### src/rtl/uart_program_loader.sv
// UART boot loader: receives a length-prefixed image over 8N1 and writes program memory.
// Define LOADER_CHECKSUM_EN to require a trailing XOR checksum byte after the data words.
module uart_program_loader #(
    parameter int CLK_FREQ_HZ = 100_000_000,
    parameter int BAUD_RATE   = 115_200,
    parameter int MEM_WORDS   = 1024
) (
    input  logic        clk,
    input  logic        reset_n,
    input  logic        io_rx,
    output logic        prog_write_enable,
    output logic [31:0] prog_address,
    output logic [31:0] prog_write_data,
    output logic        cpu_reset_n,
    output logic        load_done,
    output logic        load_error
);
    localparam int CLKS_PER_BIT = CLK_FREQ_HZ / BAUD_RATE;
    localparam int CW = $clog2(CLKS_PER_BIT) + 1;
    localparam logic [CW-1:0] FULL = CW'(CLKS_PER_BIT - 1);
    localparam logic [CW-1:0] HALF = CW'(CLKS_PER_BIT / 2 - 1);

    typedef enum logic [1:0] {RX_IDLE, RX_START, RX_DATA, RX_STOP} rx_state_t;
`ifdef LOADER_CHECKSUM_EN
    typedef enum logic [1:0] {L_LEN, L_DATA, L_CSUM, L_DONE} ld_state_t;
    logic [7:0] csum;
`else
    typedef enum logic [1:0] {L_LEN, L_DATA, L_DONE} ld_state_t;
`endif

    rx_state_t rx_state, rx_next;
    ld_state_t ld_state, ld_next;

    logic          rx_meta, rx_sync, rx_prev;
    logic [CW-1:0] cnt;
    logic [2:0]    bit_idx;
    logic [7:0]    rx_shift;
    logic          byte_valid, frame_err;
    logic          tick_half, tick_full;

    logic [1:0]    lane;
    logic [23:0]   word_buf;
    logic [31:0]   word_next;
    logic [31:0]   word_count, word_idx;
    logic          last_word;

    assign tick_half = (cnt == HALF);
    assign tick_full = (cnt == FULL);
    assign word_next = {rx_shift, word_buf};
    assign load_done = (ld_state == L_DONE);
    assign cpu_reset_n = (ld_state == L_DONE);

    always_ff @(posedge clk or negedge reset_n) begin
        if (!reset_n) begin
            rx_state <= RX_IDLE;
            ld_state <= L_LEN;
        end else begin
            rx_state <= rx_next;
            ld_state <= ld_next;
        end
    end

    always_comb begin
        rx_next = rx_state;
        unique case (rx_state)
            RX_IDLE:  if (rx_prev && !rx_sync) rx_next = RX_START;
            RX_START: if (tick_half) rx_next = rx_sync ? RX_IDLE : RX_DATA;
            RX_DATA:  if (tick_full && bit_idx == 3'd7) rx_next = RX_STOP;
            RX_STOP:  if (tick_full) rx_next = RX_IDLE;
            default:  rx_next = RX_IDLE;
        endcase
    end

    always_comb begin
        ld_next = ld_state;
        unique case (ld_state)
            L_LEN: if (byte_valid && lane == 2'd3)
                ld_next = (word_next == '0) ? L_DONE : L_DATA;
`ifdef LOADER_CHECKSUM_EN
            L_DATA: if (last_word) ld_next = L_CSUM;
            L_CSUM: if (byte_valid) ld_next = (rx_shift == csum) ? L_DONE : L_LEN;
`else
            L_DATA: if (last_word) ld_next = L_DONE;
`endif
            default: ld_next = ld_state;
        endcase
        if (frame_err && ld_state != L_DONE) ld_next = L_LEN;
    end

    always_ff @(posedge clk or negedge reset_n) begin
        if (!reset_n) begin
            rx_meta    <= 1'b1;
            rx_sync    <= 1'b1;
            rx_prev    <= 1'b1;
            cnt        <= '0;
            bit_idx    <= '0;
            rx_shift   <= '0;
            byte_valid <= 1'b0;
            frame_err  <= 1'b0;
        end else begin
            rx_meta    <= io_rx;
            rx_sync    <= rx_meta;
            rx_prev    <= rx_sync;
            byte_valid <= 1'b0;
            frame_err  <= 1'b0;
            cnt <= (rx_state == RX_IDLE || rx_next != rx_state || tick_full)
                   ? '0 : cnt + CW'(1);
            if (rx_state == RX_START) bit_idx <= '0;
            if (rx_state == RX_DATA && tick_full) begin
                rx_shift <= {rx_sync, rx_shift[7:1]};
                bit_idx  <= bit_idx + 3'd1;
            end
            // Flagged one cycle after the stop sample, as RX re-enters idle
            if (rx_state == RX_STOP && tick_full) begin
                byte_valid <= rx_sync;
                frame_err  <= ~rx_sync;
            end
        end
    end

    always_ff @(posedge clk or negedge reset_n) begin
        if (!reset_n) begin
            lane              <= '0;
            word_buf          <= '0;
            word_count        <= '0;
            word_idx          <= '0;
            last_word         <= 1'b0;
            prog_write_enable <= 1'b0;
            prog_address      <= '0;
            prog_write_data   <= '0;
            load_error        <= 1'b0;
        end else begin
            prog_write_enable <= 1'b0;
            last_word         <= 1'b0;
            if (frame_err && ld_state != L_DONE) begin
                load_error <= 1'b1;
                lane       <= '0;
                word_idx   <= '0;
                word_count <= '0;
            end else if (byte_valid && (ld_state == L_LEN || ld_state == L_DATA)) begin
                lane     <= lane + 2'd1;
                word_buf <= word_next[31:8];
                if (lane == 2'd3) begin
                    if (ld_state == L_LEN) begin
                        word_count <= word_next;
                        word_idx   <= '0;
                    end else begin
                        // Words beyond memory capacity are drained silently
                        if (word_idx < 32'(MEM_WORDS)) begin
                            prog_write_enable <= 1'b1;
                            prog_address      <= {word_idx[29:0], 2'b00};
                            prog_write_data   <= word_next;
                        end
                        word_idx  <= word_idx + 32'd1;
                        last_word <= (word_idx + 32'd1 == word_count);
                    end
                end
            end
`ifdef LOADER_CHECKSUM_EN
            else if (byte_valid && ld_state == L_CSUM && rx_shift != csum) begin
                load_error <= 1'b1;
                word_idx   <= '0;
                word_count <= '0;
            end
`endif
        end
    end

`ifdef LOADER_CHECKSUM_EN
    always_ff @(posedge clk or negedge reset_n) begin
        if (!reset_n) begin
            csum <= '0;
        end else if (ld_state == L_LEN) begin
            csum <= '0;
        end else if (byte_valid && ld_state == L_DATA) begin
            csum <= csum ^ rx_shift;
        end
    end
`endif

endmodule

### config.mk
export PLATFORM = sky130hd
export DESIGN_NAME = uart_program_loader
export DESIGN_NICKNAME = d
export VERILOG_FILES = /design/src/rtl/uart_program_loader.sv
export SDC_FILE = /design/constraint.sdc
export NUM_CORES = 1
export LEC_CHECK = 0
export CAP_MARGIN = 40
export CORE_ASPECT_RATIO = 0.5
export CORE_MARGIN = 8
export CORE_UTILIZATION = 55
export CTS_CLUSTER_SIZE = 25
export DETAILED_ROUTE_END_ITERATION = 6
export GPL_TIMING_DRIVEN = 1
export PLACE_DENSITY = 0.76
export RECOVER_POWER = 25
export SYNTH_ARGS = -nofsm -noshare
export SYNTH_HDL_FRONTEND = slang
export SYNTH_SLANG_ARGS = --single-unit
### constraint.sdc
create_clock -name clk -period 6.35 [get_ports clk]
set_input_delay 1.905 -clock clk [delete_from_list [all_inputs] [get_ports clk]]
set_output_delay 1.905 -clock clk [all_outputs]
set_load 0.02 [all_outputs]
==> results.json, run 1 <==
{
  "post-route-drc-count": 0,
  "worst-endpoint-required_ps": 6650,
  "rows": 32,
  "globalRouteMet3Util_pct": 4.72,
  "leakage_nw": 4.62,
  "final_common_cell": "sky130_fd_sc_hd__dfrtp_1",
  "first_iter_violations": 570,
  "cap_violations": 1,
  "post_cts_resized": 0,
  "tritoncts.num_buffers": 17,
  "crit_path_launch_type": "flop",
  "hold_path_class": "flop to flop",
  "vdd.ir_drop.worst_mv": 0.202,
  "failed_checks": "max-capacitance violations, max-slew violations",
  "drt-pass1-iter-count": 5,
  "synthesis.area_sq_um": 8610,
  "met2_track_utilization_from_global_routing_pct": 29.0,
  "report.final.slew_viol_count": 43,
  "globalRoute.totalOverflow": 0,
  "drive_above_1_share_pct": 14.5,
  "synth_warnings": 0,
  "synth_cells": 814,
  "finClkSkew_ps": 14.9,
  "num_antenna_cells": 0,
  "synth.ff_latch_count": 186,
  "die_outline_area_sq_um": 20200,
  "design.final.nets": 870,
  "grt_max_degree": 83,
  "startpoint_of_the_tightest_hold_check_path": "rx_meta",
  "drtAntennaViolNets": 0,
  "critPathArrivalTime_ps": 4190,
  "cts.repair_timing.setup_buffer_count": 0,
  "grt_first_pass_wirelength_um": 32200,
  "netlist-cell-type-count": 50,
  "cts-hold-fix-buffers": 0,
  "finalSetupTns_ps": 0,
  "most-common-layout-cells": "sky130_fd_sc_hd__dfrtp_1 (183), sky130_fd_sc_hd__nand2_1 (111), sky130_fd_sc_hd__mux2_2 (73), sky130_fd_sc_hd__clkdlybuf4s50_1 (66), sky130_fd_sc_hd__nor2_1 (49)",
  "filler_instances": 1193,
  "power-per-cell-area_nw_per_um2": 239,
  "port_buffers": 68,
  "crit_start": "lane[0]",
  "dpl_worst_slack_ps": 3040,
  "drt-total-wl_um": 19400,
  "ctsHtreeMaxLevel": 4,
  "die_height_um": 104,
  "first_global_vias": 5938,
  "min_path_cells": 0,
  "synth-edff-count": 0,
  "achievable-frequency_mhz": 257,
  "min_period_over_period_pct": 61.2,
  "postSynthAreaPerCell_sq_um": 10.6,
  "global_route.peak_usage_layer": "met1",
  "setup_repair_after_global_routing_missed_its_margin": "false",
  "root_buffer": "sky130_fd_sc_hd__clkbuf_16",
  "dp_hpwl_um": 13000,
  "type_of_element_capturing_the_critical_path": "flop",
  "seq_area_frac_synth_pct": 54.1,
  "crit_type": "flop to flop",
  "slew_of_the_pin_with_the_lowest_slew_margin_ps": 2040,
  "vias_after_detailed_routing": 6161,
  "floorplan.die.width_um": 193,
  "cts_sinks": 186,
  "avgViaCountPerCell": 5.72,
  "flow.area_growth_from_synthesis_pct": 16.8,
  "crit_fanout": 53,
  "ctsLongestPathBuffers": 2,
  "reg2reg_from": "lane[0]",
  "post-route-cell-area_sq_um": 10100,
  "result_of_the_run": "complete, but fails checks",
  "number_of_setup_violations_in_the_final_report": 0,
  "wl_per_cell_um": 18.0,
  "relSlewSlack_pct": -35.8,
  "clk_pin_slew_ps": 80,
  "grt.total_usage_pct": 19.8,
  "clkLatencyLatePin_ps": 430,
  "core-area_sq_um": 15400,
  "number_of_antenna_violations_at_the_first_check_in_global_routing": 0,
  "min_period_ps": 3880,
  "use_met1_pct": 29.2,
  "post-route-worst-setup-slack_ps": 2470,
  "tritoncts": "yes",
  "placed_area_sq_um": 9460,
  "synth_ff_type": "sky130_fd_sc_hd__dfrtp_1",
  "final_weighted_congestion_of_routability_driven_global_placement": 0.889,
  "postSynth.asyncResetShare_pct": 100,
  "initial_core_util_pct": 56.0,
  "io_pins": 71,
  "r2r_cells": 7,
  "final_hold_viol_count": 0
}
state kept, by name, indices dropped and copies added (netlist names):
| register | count |
|---|---|
| bit_idx | 3 |
| byte_valid | 1 |
| cnt | 11 |
| frame_err | 1 |
| lane | 2 |
| last_word | 1 |
| ld_state | 2 |
| load_error | 1 |
| prog_address | 30 |
| prog_write_data | 32 |
| prog_write_enable | 1 |
| rx_meta | 1 |
| rx_prev | 1 |
| rx_shift | 8 |
| rx_state | 2 |
| rx_sync | 1 |
| word_buf | 24 |
| word_count | 32 |
| word_idx | 32 |
where the power goes:
part / internal (mW) / switching (mW) / total (mW)
logic: 0.0285 / 0.0495 / 0.0780
clock network: 0.548 / 0.547 / 1.09
registers: 1.21 / 0.0232 / 1.23
final timing paths:
kind	end	slack, ps
hold / removal	rx_sync	360
hold reg to reg	rx_sync	360
setup reg to reg	prog_write_data[8]	2470
max in group asynchronous	word_buf[20]	3560
min in group asynchronous	cnt[1]	1500
setup / recovery	prog_write_data[8]	2470
stage by stage:
step                      instances  hold slack [ps]  total power [mW]  util, %
after CTS                      1078              359              2.43     65.6
final                          1078              365              2.40     65.4
after floorplan                 815              345              1.29        -
after global routing           1078              363              2.48     65.4
after global placement         1043              352              1.33     61.2
after detailed placement       1046              348              1.33     61.5
per-layer routing:
metal	wire (um)	vias to the layer above
met5	0	-
met4	169	0
met3	1100	16
met2	8720	174
met1	9390	3047
li1	-	2924
kinds of logic after synthesis:
logic type / synth area share, %
AO/OA/AOI/OAI: 8.71
AND/OR/NAND/NOR: 16.5
adder cells (fa/ha/maj): 0.871
multiplexers: 10.4
buffers and inverters: 3.11
other: 0.0435
XOR/XNOR: 6.30
flip-flops: 54.1
cell usage after synthesis (all sizes together) (6+ instances only):
cell type	count	area, sq um
ha	6	75.1
nor4	22	165
and2	7	45.1
a21o	6	45.0
o31ai	17	128
o21ai	46	230
buf	13	77.6
nor3	8	40.0
inv	10	37.5
nor2b	24	150
xor2	21	184
mux2	75	845
nand3	23	115
nand4	18	125
dfrtp	183	4580
nand2	111	417
a21oi	39	195
nor2	50	188
clkbuf	40	153
and3	11	68.8
xnor2	41	359
worst max-delay path: stages, from the launching register on:
cell and delay (ps):
sky130_fd_sc_hd__dfrtp_1 360, sky130_fd_sc_hd__ha_1 180, sky130_fd_sc_hd__nand3b_1 160, sky130_fd_sc_hd__or3_1 330, sky130_fd_sc_hd__clkbuf_1 750, sky130_fd_sc_hd__nor4_4 890, sky130_fd_sc_hd__buf_4 640, sky130_fd_sc_hd__mux2_1 400
cell type report:
type / instances / area, sq um / share of cell area [%]
Sequential cell: 186 / 4660 / 46.3
Multi-Input combinational cell: 566 / 3710 / 36.9
Timing Repair Buffer: 80 / 763 / 7.59
Clock buffer: 17 / 425 / 4.23
Tap cell: 204 / 255 / 2.54
Clock inverter: 15 / 211 / 2.10
Inverter: 10 / 37.5 / 0.373
Note: power is estimated with default switching activity, not from simulation.
==> run 2: changes to the inputs <==
Clock period 6.35 ns to 3.7 ns, I/O delays scaled along.
==> results.json, run 2 (synthesis results as in run 1) <==
{
  "result_of_the_run": "complete, but fails checks",
  "failed_checks": "max-capacitance violations, max-slew violations",
  "grt.total_usage_pct": 19.8,
  "grt_max_degree": 82,
  "initial_core_util_pct": 56.0,
  "power.clock.fraction_pct": 45.5,
  "first_global_vias": 5961,
  "core-area_sq_um": 15400,
  "hold_path_class": "flop to flop",
  "crit_fanout": 7,
  "min_period_over_period_pct": 77.9,
  "type_of_element_capturing_the_critical_path": "output port",
  "number_of_antenna_violations_at_the_first_check_in_global_routing": 0,
  "ctsLongestPathBuffers": 2,
  "final_common_cell": "sky130_fd_sc_hd__dfrtp_1",
  "cp_cell_sequence": "nor2b_1, clkdlybuf4s50_1",
  "report.final.slew_viol_count": 80,
  "final_weighted_congestion_of_routability_driven_global_placement": 0.890,
  "post-route-drc-count": 0,
  "grt_first_pass_wirelength_um": 32200,
  "cp_top_family": "buffers and inverters",
  "power-per-cell-area_nw_per_um2": 410,
  "clkLatencyLatePin_ps": 430,
  "ctsHtreeMaxLevel": 4,
  "critical_path_buf_inv_count": 1,
  "slew_of_the_pin_with_the_lowest_slew_margin_ps": 2010,
  "cts-hold-fix-buffers": 0,
  "design.final.nets": 870,
  "port_buffers": 68,
  "rows": 32,
  "finalSetupTns_ps": 0,
  "floorplan.die.width_um": 193,
  "number_of_setup_violations_in_the_final_report": 0,
  "die_outline_area_sq_um": 20200,
  "internal_power_mw": 3.10,
  "critPathArrivalTime_ps": 1770,
  "achievable-frequency_mhz": 347,
  "num_antenna_cells": 0,
  "vias_after_detailed_routing": 6171,
  "drive_above_1_share_pct": 14.9,
  "dp_hpwl_um": 13200,
  "share_comb_of_total_power_pct": 3.3,
  "rrSetupSlack_ps": 880,
  "multi_input_combinational_cell_area_sq_um": 3710,
  "most-common-layout-cells": "sky130_fd_sc_hd__dfrtp_1 (183), sky130_fd_sc_hd__nand2_1 (111), sky130_fd_sc_hd__mux2_2 (73), sky130_fd_sc_hd__clkdlybuf4s50_1 (66), sky130_fd_sc_hd__nor2_1 (49)",
  "biggestRegsByFlops": "prog_write_data: 32 flops, word_count: 32 flops, word_idx: 32 flops",
  "placed_area_sq_um": 9470,
  "globalRoute.totalOverflow": 0,
  "worst-endpoint-required_ps": 2590,
  "area.sequential_sq_um": 4660,
  "tritoncts.num_buffers": 17,
  "drtAntennaViolNets": 0,
  "worst_path_max_delay_cell": "sky130_fd_sc_hd__clkdlybuf4s50_1",
  "switching_share_pct": 24.8,
  "crit_path_launch_type": "flop",
  "crit_type": "flop to output port",
  "flow.area_growth_from_synthesis_pct": 16.9,
  "drt-total-wl_um": 19300,
  "root_buffer": "sky130_fd_sc_hd__clkbuf_16",
  "post_cts_resized": 0,
  "first_iter_violations": 617,
  "min_period_ps": 2880,
  "wl_per_cell_um": 17.9,
  "leakage_nw": 4.63,
  "worst_path_largest_cell_delay_ps": 650,
  "vdd.ir_drop.worst_mv": 0.301,
  "cts_sinks": 186,
  "cap_violations": 1,
  "io_pins": 71,
  "finClkSkew_ps": 18.6,
  "tritoncts": "yes",
  "netSwitchingPower_mw": 1.02,
  "sequentialPowerShare_pct": 51.2,
  "design_power_total_mw": 4.13,
  "die_height_um": 104,
  "filler_instances": 1172,
  "post-route-cell-area_sq_um": 10100,
  "cts.repair_timing.setup_buffer_count": 0,
  "setup_repair_after_global_routing_missed_its_margin": "false",
  "final_hold_viol_count": 0,
  "clk_pin_slew_ps": 80,
  "avgViaCountPerCell": 5.72,
  "relSlewSlack_pct": -34.3,
  "drt-pass1-iter-count": 5
}
==> run 2: cell types whose count changed in the layout (fill, tap and decap cells not counted), sizes merged <==
cell / delta
clkbuf: -2
clkdlybuf4s18: -1
clkinv: -1
buf: +3
bufinv: +1
==> run 2: power groups by stage <==
| stage | logic [mW] | clock network, mW | registers (mW) |
|---|---|---|---|
| after detailed placement | 0.141 | 0 | 2.15 |
| final | 0.136 | 1.88 | 2.11 |
| after CTS | 0.141 | 1.90 | 2.11 |
| after global placement | 0.133 | 0 | 2.15 |
| after floorplan | 0.0790 | 0 | 2.14 |
| after global routing | 0.157 | 1.99 | 2.12 |
==> run 2: through the flow <==
stage               setup slack [ps]  utilization, %  cells  hold slack, ps
floorplan                       1380               -    815             345
global placement                1050            61.5   1045             347
detailed placement               971            61.6   1046             347
CTS                              782            65.6   1078             358
global route                     611            65.5   1078             372
finish                           819            65.5   1078             363
==> run 2: worst reg2reg max path, stage by stage (launching register included) <==
cell                      delay [ps]
sky130_fd_sc_hd__dfrtp_1         570
sky130_fd_sc_hd__nand4_2         270
sky130_fd_sc_hd__nor4_1          790
sky130_fd_sc_hd__nand4_1         340
sky130_fd_sc_hd__nor2_1          290
sky130_fd_sc_hd__xnor2_1         150
sky130_fd_sc_hd__nand3_1         100
sky130_fd_sc_hd__nor4_2          210
==> run 2: area by class of cell <==
cell class                      instances  area share [%]
Timing Repair Buffer                   80            7.85
Multi-Input combinational cell        566            36.8
Clock inverter                         15            1.94
Clock buffer                           17            4.22
Sequential cell                       186            46.2
Inverter                               10           0.373
Tap cell                              204            2.53
==> run 2: per-layer routing <==
metal | GRT usage [%] | wire length, um | vias to the layer above
li1 | - | - | 2921
met1 | 28.8 | 9100 | 3067
met2 | 28.6 | 8580 | 165
met3 | 5.09 | 1360 | 18
met4 | 5.73 | 275 | 0
met5 | 0 | 0 | -
==> run 2: final timing paths <==
check,cells past startpoint,end,from
worst max-delay path,2,cpu_reset_n,ld_state[1]
worst min-delay path,0,rx_sync,rx_meta
worst max register to register,7,last_word,word_idx[4]
worst min register to register,0,rx_sync,rx_meta
max in group asynchronous,1,word_idx[20],reset_n
min in group asynchronous,1,cnt[7],reset_n
==> run 3: changes to the inputs <==
Settings changed: CORE_UTILIZATION 55 to 53, PLACE_DENSITY 0.76 to 0.77.
Clock period 3.7 ns to 2.6 ns, I/O delays scaled along.
==> results.json, run 3 (synthesis results as in run 1) <==
{
  "result_of_the_run": "finished, final reports clean",
  "area.sequential_sq_um": 4660,
  "globalRoute.totalOverflow": 0,
  "rrSetupSlack_ps": 180,
  "drt-total-wl_um": 20600,
  "filler_instances": 1233,
  "io_pins": 71,
  "rows": 33,
  "floorplan.die.width_um": 196,
  "r2r-end": "last_word",
  "worst_hold_path.endpoint": "rx_sync",
  "switching_share_pct": 25.7,
  "report.final.slew_viol_count": 0,
  "internal_power_mw": 4.35,
  "port_buffers": 68,
  "die_height_um": 106,
  "setup_repair_after_global_routing_missed_its_margin": "false",
  "number_of_setup_violations_in_the_final_report": 0,
  "vdd.ir_drop.worst_mv": 0.416,
  "worst-endpoint-required_ps": 2930,
  "power-per-cell-area_nw_per_um2": 568,
  "final_weighted_congestion_of_routability_driven_global_placement": 0.933,
  "use_met1_pct": 27.6,
  "min_path_cells": 0,
  "type_of_element_capturing_the_critical_path": "flop",
  "wl_per_cell_um": 18.3,
  "ctsLongestPathBuffers": 2,
  "num_antenna_cells": 0,
  "achievable-frequency_mhz": 413,
  "most-common-layout-cells": "sky130_fd_sc_hd__dfrtp_1 (182), sky130_fd_sc_hd__nand2_1 (111), sky130_fd_sc_hd__mux2_2 (73), sky130_fd_sc_hd__clkdlybuf4s50_1 (64), sky130_fd_sc_hd__nor2_1 (48)",
  "cts-hold-fix-buffers": 0,
  "met2_track_utilization_from_global_routing_pct": 30.9,
  "cap_violations": 0,
  "finClkSkew_ps": 12.4,
  "final_common_cell": "sky130_fd_sc_hd__dfrtp_1",
  "ctsHtreeMaxLevel": 4,
  "min_period_ps": 2420,
  "avgViaCountPerCell": 5.70,
  "flow.area_growth_from_synthesis_pct": 19.9,
  "drtAntennaViolNets": 0,
  "r2r_cells": 8,
  "drt-pass1-iter-count": 5,
  "dpl_worst_slack_ps": 147,
  "crit_fanout": 9,
  "dp_hpwl_um": 13900,
  "relSlewSlack_pct": 8.21,
  "grt_first_pass_wirelength_um": 33600,
  "post-route-drc-count": 0,
  "cts_sinks": 186,
  "die_outline_area_sq_um": 20800,
  "sequentialPowerShare_pct": 51.3,
  "grt.total_usage_pct": 19.9,
  "first_iter_violations": 563,
  "biggestRegsByFlops": "prog_write_data: 32 flops, word_count: 32 flops, word_idx: 32 flops",
  "clkLatencyLatePin_ps": 430,
  "finalSetupTns_ps": 0,
  "share_comb_of_total_power_pct": 3.3,
  "slew_of_the_pin_with_the_lowest_slew_margin_ps": 1380,
  "tritoncts": "yes",
  "leakage_nw": 4.81,
  "crit_path_launch_type": "flop",
  "design.final.nets": 893,
  "root_buffer": "sky130_fd_sc_hd__clkbuf_16",
  "crit_type": "flop to flop",
  "drive_above_1_share_pct": 17.8,
  "critPathArrivalTime_ps": 2750,
  "post-route-worst-setup-slack_ps": 181,
  "global_route.peak_usage_layer": "met2",
  "initial_core_util_pct": 53.4,
  "multi_input_combinational_cell_area_sq_um": 3730,
  "reg2reg_from": "word_idx[2]",
  "tritoncts.num_buffers": 17,
  "first_global_vias": 6420,
  "globalRouteMet3Util_pct": 4.57,
  "netSwitchingPower_mw": 1.51,
  "core-area_sq_um": 16100,
  "hold_path_class": "flop to flop",
  "min_period_over_period_pct": 93.0,
  "clk_pin_slew_ps": 80,
  "vias_after_detailed_routing": 6410,
  "startpoint_of_the_tightest_hold_check_path": "rx_meta",
  "power.clock.fraction_pct": 45.4,
  "grt_max_degree": 57,
  "number_of_antenna_violations_at_the_first_check_in_global_routing": 0,
  "final_hold_viol_count": 0
}
## run 3: cell count changes in the layout (fill, tap and decap cells not counted), sizes merged
| cell | delta |
|---|---|
| clkdlybuf4s50 | -2 |
| clkbuf | -1 |
| bufinv | -1 |
| dlymetal6s2s | +2 |
| buf | +24 |
| clkinv | +1 |
## run 3: final cells by class
type	instances	area share, %
sequential	186	45.1
multi-input combinational	566	36.2
timing repair buffer	103	9.50
clock buffer	17	4.12
tap	227	2.75
clock inverter	15	2.00
inverter	10	0.363
## run 3: stage by stage
stage | instance area (sq um) | hold WS, ps | cells | total power, mW | util (%)
detailed placement | 9690 | 352 | 1092 | 3.27 | 60.0
floorplan | 8620 | 345 | 815 | 3.16 | -
CTS | 10300 | 313 | 1124 | 5.91 | 64.0
global placement | 9690 | 346 | 1092 | 3.25 | 60.0
global route | 10300 | 364 | 1124 | 6.07 | 64.0
finish | 10300 | 366 | 1124 | 5.86 | 64.0
## run 3: how the worst max path moves through the flow
| stage | end | from |
|---|---|---|
| detailed placement | last_word | word_idx[0] |
| global route | last_word | word_idx[1] |
| CTS | cpu_reset_n | ld_state[1] |
| global placement | last_word | word_idx[0] |
| finish | last_word | word_idx[2] |
| floorplan | prog_write_data[10] | lane[0] |
## run 3: critical path, stage by stage, from the launching register on
cell and delay, ps:
sky130_fd_sc_hd__dfrtp_1 490, sky130_fd_sc_hd__nand4_2 250, sky130_fd_sc_hd__nor4_1 380, sky130_fd_sc_hd__buf_4 220, sky130_fd_sc_hd__nand4_1 200, sky130_fd_sc_hd__nor2_1 280, sky130_fd_sc_hd__xnor2_1 170, sky130_fd_sc_hd__nand3_1 110
sky130_fd_sc_hd__nor4_2 230
## run 3: power groups by stage
stage               clock (mW)  combinational, mW  sequential (mW)
finish                    2.66              0.195             3.01
global route              2.83              0.224             3.02
CTS                       2.69              0.203             3.01
detailed placement           0              0.202             3.07
global placement             0              0.193             3.06
floorplan                    0              0.112             3.05
## run 3: metal layers
| metal | vias up | share of wire, % | routed length [um] |
|---|---|---|---|
| met1 | 3188 | 46 | 9430 |
| li1 | 2971 | - | - |
| met5 | - | 0 | 0 |
| met2 | 220 | 46 | 9470 |
| met3 | 31 | 6.7 | 1380 |
| met4 | 0 | 1.6 | 322 |
## run 3: what timing repair did
item / CTS / global route
setup endpoints to repair: 2 / 3
hold endpoints to repair: 0 / 0
setup buffers: 0 / 0
gates resized for setup: 1 / 6
